## config.mk

```make
export PLATFORM = sky130hd
export DESIGN_NAME = i2c_slave_ctrl_flat
export DESIGN_NICKNAME = d
export VERILOG_FILES = /design/src/rtl/i2c_slave_ctrl_if.sv /design/src/rtl/i2c_slave_ctrl.sv /design/src/flat_wrapper.sv
export SDC_FILE = /design/constraint.sdc
export NUM_CORES = 1
export LEC_CHECK = 0
export BUFFER_PORTS_ARGS = -buffer_cell sky130_fd_sc_hd__buf_2
export CAP_MARGIN = 30
export CORE_UTILIZATION = 56
export DETAILED_ROUTE_END_ITERATION = 10
export GPL_ROUTABILITY_DRIVEN = 0
export PLACE_DENSITY = 0.82
export SLEW_MARGIN = 10
export SYNTH_ARGS = -nofsm -noshare
export SYNTH_HDL_FRONTEND = slang
export SYNTH_SLANG_ARGS = --single-unit
```

## constraint.sdc

```tcl
create_clock -name clk -period 2.7 [get_ports clk]
set_input_delay 0.27 -clock clk [delete_from_list [all_inputs] [get_ports clk]]
set_output_delay 0.27 -clock clk [all_outputs]
set_load 0.02 [all_outputs]
```

## src/rtl/i2c_slave_ctrl_if.sv

```systemverilog
// Signal bundle between the I2C slave control FSM and its bus front end / FIFOs.
// The slave modport is the controller's view; master is the driving environment.
interface i2c_slave_ctrl_if;
  // decoder, bit-timer, shift-register and FIFO status inputs to the controller
  logic       start_found;
  logic       stop_found;
  logic       address_match;
  logic       rw_mode;
  logic       byte_received;
  logic       ack_prep;
  logic       check_ack;
  logic       ack_done;
  logic       sda_in;
  logic       rx_full;
  logic       tx_empty;
  // controller outputs
  logic       rx_enable;
  logic       tx_enable;
  logic       load_data;
  logic       tx_read;
  logic       rx_write;
  logic [1:0] sda_mode;
  logic       busy;

  modport slave (
    input  start_found, stop_found, address_match, rw_mode, byte_received,
           ack_prep, check_ack, ack_done, sda_in, rx_full, tx_empty,
    output rx_enable, tx_enable, load_data, tx_read, rx_write, sda_mode, busy
  );

  modport master (
    output start_found, stop_found, address_match, rw_mode, byte_received,
           ack_prep, check_ack, ack_done, sda_in, rx_full, tx_empty,
    input  rx_enable, tx_enable, load_data, tx_read, rx_write, sda_mode, busy
  );
endinterface

```

## src/rtl/i2c_slave_ctrl.sv

```systemverilog
// I2C slave control FSM: address phase, ACK/NACK slot, RX hand-off, TX loading.
// Latency: every output is registered, reacting one cycle after the causing strobe.
// Backpressure: full RX FIFO NACKs (or silently drops) data; empty TX FIFO sends 0xFF.
module i2c_slave_ctrl #(
  parameter int NACK_ON_FULL = 1
) (
  input  logic clk,
  input  logic rst,
  i2c_slave_ctrl_if.slave bus
);

  typedef enum logic [3:0] {
    IDLE, ADDR_RX, ADDR_CHK, ADDR_ACK, ADDR_NACK,
    DATA_RX, DATA_CHK, DATA_ACK, DATA_NACK,
    TX_LOAD, TX_SEND, TX_ACK, WAIT_STOP
  } state_t;

  localparam logic [1:0] SDA_REL  = 2'b00;
  localparam logic [1:0] SDA_ACK  = 2'b01;
  localparam logic [1:0] SDA_NACK = 2'b10;
  localparam logic [1:0] SDA_TX   = 2'b11;

  localparam bit NACK_FULL = (NACK_ON_FULL != 0);

  state_t     state;
  logic       ack_sample;   // master's ACK bit captured at check_ack (1 = NACK)
  logic       rx_enable;
  logic       tx_enable;
  logic       load_data;
  logic       tx_read;
  logic       rx_write;
  logic [1:0] sda_mode;
  logic       busy;

  assign bus.rx_enable = rx_enable;
  assign bus.tx_enable = tx_enable;
  assign bus.load_data = load_data;
  assign bus.tx_read   = tx_read;
  assign bus.rx_write  = rx_write;
  assign bus.sda_mode  = sda_mode;
  assign bus.busy      = busy;

  // State sequencing with registered outputs; stop beats start beats everything else.
  always_ff @(posedge clk or posedge rst) begin
    if (rst) begin
      state      <= IDLE;
      ack_sample <= 1'b1;
      rx_enable  <= 1'b0;
      tx_enable  <= 1'b0;
      load_data  <= 1'b0;
      tx_read    <= 1'b0;
      rx_write   <= 1'b0;
      sda_mode   <= SDA_REL;
      busy       <= 1'b0;
    end else begin
      load_data <= 1'b0;
      tx_read   <= 1'b0;
      rx_write  <= 1'b0;
      if (bus.stop_found) begin
        state     <= IDLE;
        rx_enable <= 1'b0;
        tx_enable <= 1'b0;
        sda_mode  <= SDA_REL;
        busy      <= 1'b0;
      end else if (bus.start_found) begin
        // covers both a fresh start from IDLE and a repeated start
        state     <= ADDR_RX;
        rx_enable <= 1'b1;
        tx_enable <= 1'b0;
        sda_mode  <= SDA_REL;
        busy      <= 1'b1;
      end else begin
        case (state)
          IDLE: ;
          ADDR_RX: begin
            if (bus.byte_received) begin
              state     <= ADDR_CHK;
              rx_enable <= 1'b0;
            end
          end
          ADDR_CHK: begin
            if (bus.address_match) begin
              state <= ADDR_ACK;
            end else begin
              state    <= ADDR_NACK;
              sda_mode <= SDA_NACK;
            end
          end
          ADDR_ACK: begin
            if (bus.ack_done) begin
              sda_mode <= SDA_REL;
              if (bus.rw_mode) begin
                state <= TX_LOAD;
              end else begin
                state     <= DATA_RX;
                rx_enable <= 1'b1;
              end
            end else if (bus.ack_prep) begin
              sda_mode <= SDA_ACK;
            end
          end
          DATA_RX: begin
            if (bus.byte_received) begin
              state     <= DATA_CHK;
              rx_enable <= 1'b0;
            end
          end
          DATA_CHK: begin
            if (bus.rx_full && NACK_FULL) begin
              state    <= DATA_NACK;
              sda_mode <= SDA_NACK;
            end else begin
              // with a full FIFO and NACK_ON_FULL=0 the byte is ACKed but dropped
              state    <= DATA_ACK;
              rx_write <= ~bus.rx_full;
            end
          end
          DATA_ACK: begin
            if (bus.ack_done) begin
              state     <= DATA_RX;
              sda_mode  <= SDA_REL;
              rx_enable <= 1'b1;
            end else if (bus.ack_prep) begin
              sda_mode <= SDA_ACK;
            end
          end
          ADDR_NACK, DATA_NACK: begin
            if (bus.ack_done) begin
              state    <= WAIT_STOP;
              sda_mode <= SDA_REL;
            end
          end
          TX_LOAD: begin
            // an empty FIFO still loads the shifter (it reads back 0xFF) but is not popped
            state     <= TX_SEND;
            load_data <= 1'b1;
            tx_read   <= ~bus.tx_empty;
            tx_enable <= 1'b1;
            sda_mode  <= SDA_TX;
          end
          TX_SEND: begin
            if (bus.byte_received) begin
              state     <= TX_ACK;
              tx_enable <= 1'b0;
              sda_mode  <= SDA_REL;
            end
          end
          TX_ACK: begin
            if (bus.check_ack) begin
              ack_sample <= bus.sda_in;
            end
            if (bus.ack_done) begin
              state <= ack_sample ? WAIT_STOP : TX_LOAD;
            end
          end
          WAIT_STOP: ;
          default: state <= IDLE;
        endcase
      end
    end
  end

endmodule
```

## src/flat_wrapper.sv

```systemverilog
// flat-port wrapper written by rule: the top's interface ports become plain ports
module i2c_slave_ctrl_flat 
#(
  parameter int NACK_ON_FULL = 1
)
  (clk, rst, bus_start_found, bus_stop_found, bus_address_match, bus_rw_mode, bus_byte_received, bus_ack_prep, bus_check_ack, bus_ack_done, bus_sda_in, bus_rx_full, bus_tx_empty, bus_rx_enable, bus_tx_enable, bus_load_data, bus_tx_read, bus_rx_write, bus_sda_mode, bus_busy);
  i2c_slave_ctrl_if bus_i ();
  input  logic clk;
  input  logic rst;
  input wire logic [$bits(bus_i.start_found)-1:0] bus_start_found;
  input wire logic [$bits(bus_i.stop_found)-1:0] bus_stop_found;
  input wire logic [$bits(bus_i.address_match)-1:0] bus_address_match;
  input wire logic [$bits(bus_i.rw_mode)-1:0] bus_rw_mode;
  input wire logic [$bits(bus_i.byte_received)-1:0] bus_byte_received;
  input wire logic [$bits(bus_i.ack_prep)-1:0] bus_ack_prep;
  input wire logic [$bits(bus_i.check_ack)-1:0] bus_check_ack;
  input wire logic [$bits(bus_i.ack_done)-1:0] bus_ack_done;
  input wire logic [$bits(bus_i.sda_in)-1:0] bus_sda_in;
  input wire logic [$bits(bus_i.rx_full)-1:0] bus_rx_full;
  input wire logic [$bits(bus_i.tx_empty)-1:0] bus_tx_empty;
  output wire logic [$bits(bus_i.rx_enable)-1:0] bus_rx_enable;
  output wire logic [$bits(bus_i.tx_enable)-1:0] bus_tx_enable;
  output wire logic [$bits(bus_i.load_data)-1:0] bus_load_data;
  output wire logic [$bits(bus_i.tx_read)-1:0] bus_tx_read;
  output wire logic [$bits(bus_i.rx_write)-1:0] bus_rx_write;
  output wire logic [$bits(bus_i.sda_mode)-1:0] bus_sda_mode;
  output wire logic [$bits(bus_i.busy)-1:0] bus_busy;
  assign bus_i.start_found = bus_start_found;
  assign bus_i.stop_found = bus_stop_found;
  assign bus_i.address_match = bus_address_match;
  assign bus_i.rw_mode = bus_rw_mode;
  assign bus_i.byte_received = bus_byte_received;
  assign bus_i.ack_prep = bus_ack_prep;
  assign bus_i.check_ack = bus_check_ack;
  assign bus_i.ack_done = bus_ack_done;
  assign bus_i.sda_in = bus_sda_in;
  assign bus_i.rx_full = bus_rx_full;
  assign bus_i.tx_empty = bus_tx_empty;
  assign bus_rx_enable = bus_i.rx_enable;
  assign bus_tx_enable = bus_i.tx_enable;
  assign bus_load_data = bus_i.load_data;
  assign bus_tx_read = bus_i.tx_read;
  assign bus_rx_write = bus_i.rx_write;
  assign bus_sda_mode = bus_i.sda_mode;
  assign bus_busy = bus_i.busy;
  i2c_slave_ctrl #(.NACK_ON_FULL(NACK_ON_FULL)) u_core (.clk(clk), .rst(rst), .bus(bus_i));
endmodule
```

## After elaboration in Yosys (flattened, before gate mapping)

Index checks and enable logic that the tools add are counted.

| storage, ports and cells | value |
|---|---|
| register bits | 13 |
| input port bits | 13 |
| output and inout bits | 8 |

| cells by class | value |
|---|---|
| equality and inequality tests | 25 |
| mux-type cells | 45 |
| bitwise logic cells | 4 |
| reduce and logical (&&, ||, !) cells | 14 |

Operators with widths:

| kind | count |
|---|---|
| 2-to-1 mux 4 bit | 11 |
| one-hot mux 4 bit (11 select lines) | 1 |
| != test 4 bit, second input constant | 10 |
| == test 4 bit, second input constant | 5 |
| 2-to-1 mux 1 bit | 20 |
| == test 4 x 3 -> 1 bit, second input constant | 4 |
| 2-to-1 mux 2 bit | 8 |
| one-hot mux 2 bit (6 select lines) | 1 |
| == test 4 x 2 -> 1 bit, second input constant | 2 |
| AND reduction 8 bit | 1 |
| nonzero test 8 bit | 1 |
| OR reduction 2 bit | 4 |
| 2-to-1 mux 3 bit | 2 |
| AND reduction 6 bit | 1 |
| != test 5 x 1 -> 1 bit, second input constant | 1 |
| AND reduction 5 bit | 1 |
| nonzero test 5 bit | 1 |
| == test 4 x 1 -> 1 bit, second input constant | 1 |
| zero test 4 bit | 1 |
| != test 4 x 1 -> 1 bit, second input constant | 1 |
| inverter 1 bit | 4 |
| AND reduction 4 bit | 1 |
| nonzero test 4 bit | 1 |
| != test 3 x 1 -> 1 bit, second input constant | 1 |
| 4 further kinds | 4 |

## Logic depth before layout (Yosys ltp)

| logic depth | value |
|---|---|
| depth in word-level cells | 5 |
| depth in mapped cells | 7 |
| depth with buffers taken out | 5 |

## Worst setup path after synthesis

No wires, ideal clock.

| timing path | value |
|---|---|
| path type | register to register |
| start point | register u_core.state[3] |
| end point | register u_core.sda_mode[0], in the netlist u_core.bus.sda_mode[0] |
| setup time | 0.128 ns |
| data arrival time | 1.547 ns |
| data required time | 2.572 ns |
| setup slack | 1.026 ns |
| cell stages (with the launch flop) | 7 |
| path buffers | 1 |
| period minus slack after synthesis | 1.674 ns |
| cell sequence | dfrtp_1 buf_6 or2b_2 o32ai_2 a2111oi_4 a21oi_2 mux2_1 |

| on the way | value |
|---|---|
| cells in the longest elaborated chain, start to end | 5 |
| elaborated cells between the ends (all ways) | 20 |

Ends and longest elaborated chain:

| item | RTL line | source |
|---|---|---|
| start, declared | i2c_slave_ctrl.sv:25 | `state_t state;` |
| start signal, assigned | i2c_slave_ctrl.sv:153 | `state <= ack_sample ? WAIT_STOP : TX_LOAD;` |
| == test 4 x 3 -> 1 bit (tied with other cells) | i2c_slave_ctrl.sv:73 | `case (state)` |
| OR reduction 2 bit (on tied branches) | n/a |  |
| one-hot mux 2 bit (6 select lines) | i2c_slave_ctrl.sv:73 |  |
| 2-to-1 mux 2 bit | i2c_slave_ctrl.sv:65 | `end else if (bus.start_found) begin` |
| 2-to-1 mux 2 bit | i2c_slave_ctrl.sv:59 | `if (bus.stop_found) begin` |
| end signal, assigned | i2c_slave_ctrl.sv:63 | `sda_mode <= SDA_REL;` |
| end signal, assigned | i2c_slave_ctrl.sv:70 | `sda_mode <= SDA_REL;` |
| end signal, assigned | i2c_slave_ctrl.sv:86 | `sda_mode <= SDA_NACK;` |
| end, declared | i2c_slave_ctrl.sv:32 | `logic [1:0] sda_mode;` |

Several ways; a longest one is shown, not always the timed one.
A chain may end at the register's enable or synchronous reset.

## Final worst setup path

Ends and elaborated chain as after synthesis.

==> metrics <==
post-cts resize count=0; Power Dens Cells=379.3 nW/µm²; iteration count of the initial detailed-routing pass=4; depth of the CTS H-tree=1; main flop type after synthesis=dfrtp_1; final cell utilization of the core=68.02%; Die H=43.21 µm; Ys Warns=0; final hold vios=0; Leak=0.4593 nW; Unique masters post-synth=41; crit path max fanout=21; # IOs=21; maximum clock path buffer count=2; RR Endpoint=u_core.bus.sda_mode[0]$_DFFE_PP0P_; Place WS=0.7326 ns; Seq cells post-synth=13; Fmax achieved=492.4 MHz; Post-Place Cells=139; power after layout=397.7 µW; IO Port Bufs=20; CP startpoint kind=register; vias per cell=6.315; Total Routing Usage GR=27.10%; slew margin rel.=57.17%; core footprint=1541 µm²; Reg-to-Reg Start=u_core.state[3]$_DFFE_PP0P_; CTS Buf Count=3; FF-to-FF path depth=5; CP Launch Point=u_core.state[3]$_DFFE_PP0P_; Setup Viol. Count Final=0; Seq/Total Area, Yosys=34.34%; R2R Setup Slk=0.67 ns; fin cells=143; CP Data Required Time=2.86 ns; class of the worst hold path=in2async; nets=141; initial core utilization=61.69%; Max rail drop VDD=0.2823 mV; Post-CTS Hold Fix Bufs=0; slack of the critical path=0.6691 ns; Max Slew Vio Count=0; FP Rows=14; vias in the first global route=870; Mean Syn Cell Area=8.490 µm²; hold_ws=0.004793 ns; Post-DP Area=1022 µm²; Layout area overhead=10.26%; die area=1867 µm²; syn nets=125; ANT nets after route=0; via count=903; CTS tree=done; Maximum Capacitance Violations=0; setup TNS=0 ns; actual slew at the worst max-slew pin=0.6424 ns; grt total ovfl=0; # diodes=0; Die W=43.21 µm; Routed WL=2225 µm; hpwl dp=1635 µm; RSZ-0062 raised after global routing=no; global-route wire length before repair=3726 µm; worst-skew pair later-pin latency=0.28 ns; Async SR Flop Fraction=100.0%; drt wl/cell=15.56 µm; Mapped Cells=112; initial drt markers=35; Final Cell Area=1049 µm²; Post-Synthesis Cell Area=950.9 µm²; # Post-CTS Setup Buffers=0; final critical-path required period=2.031 ns; clk sinks=13; CTS clk-pin slew, worst paths=0.08 ns; Residual DRC=0; Root Buffer=clkbuf_4; worst path arrival time=2.19 ns; Fin Clk Skew=0.001658 ns; critical path capture point type=register; CP Capture Point=u_core.bus.sda_mode[0]$_DFFE_PP0P_; layout cell share with drive strength beyond 1=25.20%; antenna violations before repair=0; crit share post-route=75.22%; Post-synth EDFFs=0; largest net degree at the start of global routing=22; critical path type=reg2reg; outcome=completed
## cell families (layout without fill, tap and decap cells)
logic type / after synthesis / after routing / share of synthesized area (%)
muxes: 4 / 4 / 4.605
AOI/OAI and AO/OA: 34 / 34 / 27.90
xor gates and xnor gates: 1 / 1 / 1.711
DFF: 13 / 13 / 34.34
buffers and inverters: 14 / 29 / 7.106
and+or+nand+nor: 46 / 46 / 24.34
## how the worst min path moves through the flow
stage / end / depth (start not counted)
final: u_core.bus.busy$_DFFE_PP0N_ / 2
after global routing: u_core.bus.tx_enable$_DFFE_PP0P_ / 2
after CTS: u_core.bus.load_data$_DFF_PP0_ / 2
after detailed placement: u_core.bus.load_data$_DFF_PP0_ / 2
after global placement: u_core.bus.tx_enable$_DFFE_PP0P_ / 2
after floorplan: u_core.bus.busy$_DFFE_PP0N_ / 1
## cells in the final DEF, fill, tap and decap left out, types with 4 or more instances in the layout
| master | n |
|---|---|
| nor3_1 | 4 |
| nand2_1 | 6 |
| buf_2 | 20 |
| o21ai_0 | 4 |
| a21oi_1 | 12 |
| nor2b_1 | 5 |
| nor2_1 | 15 |
| inv_1 | 5 |
| dfrtp_1 | 12 |
| nand3_1 | 4 |
## routing by layer
| metal | share of wire, % | wire [µm] | global-route usage, % | vias up |
|---|---|---|---|---|
| li1 | - | - | - | 432 |
| met1 | 41 | 916 | 36.41 | 411 |
| met2 | 49 | 1095 | 40.60 | 51 |
| met3 | 6.6 | 146 | 4.681 | 9 |
| met4 | 3.0 | 66 | 15.76 | 0 |
| met5 | 0 | 0 | 0 | - |
## critical path, stage by stage, from the launching register on
cell	delay [ns]
dfrtp_1	0.76
nand2b_1	0.22
nor2_1	0.31
a2111oi_4	0.08
a21oi_2	0.19
mux2_1	0.35
## synth_stat cells, types with 2 or more instances
cell	instances	area, µm²
clkbuf_1	2	7.510
nor3_1	4	20.02
nand2_1	6	22.52
nor2b_1	5	31.28
dfrtp_1	12	300.3
or2_1	2	12.51
nor2_1	15	56.30
buf_2	6	30.03
a21oi_1	12	60.06
nand2b_1	3	18.77
mux2_1	2	22.52
nand3_1	4	20.02
a211oi_1	2	15.01
o21ai_0	4	20.02
inv_1	5	18.77
o31ai_1	3	22.52
## report_power, final
group | internal (mW) | switching (mW) | total (mW)
Sequential | 0.199 | 0.00962 | 0.209
Clock | 0.0574 | 0.0632 | 0.121
Combinational | 0.0277 | 0.0403 | 0.0680
Total | 0.285 | 0.113 | 0.398
## area by class of cell
type	count	area [µm²]
inverters	5	18.77
repair buffers	20	100.1
multi-input cells	85	556.8
flip-flops and latches	13	326.6
fillers	140	493.0
clock buffers	4	26.28
well taps	16	20.02
## state kept, by name, indices dropped and copies added, names as in the netlist
register / count
u_core.bus.rx_write: 1
u_core.bus.tx_enable: 1
u_core.ack_sample: 1
u_core.bus.busy: 1
u_core.bus.sda_mode: 2
u_core.bus.tx_read: 1
u_core.bus.rx_enable: 1
u_core.bus.load_data: 1
u_core.state: 4
(Power assumes the default switching activity.)
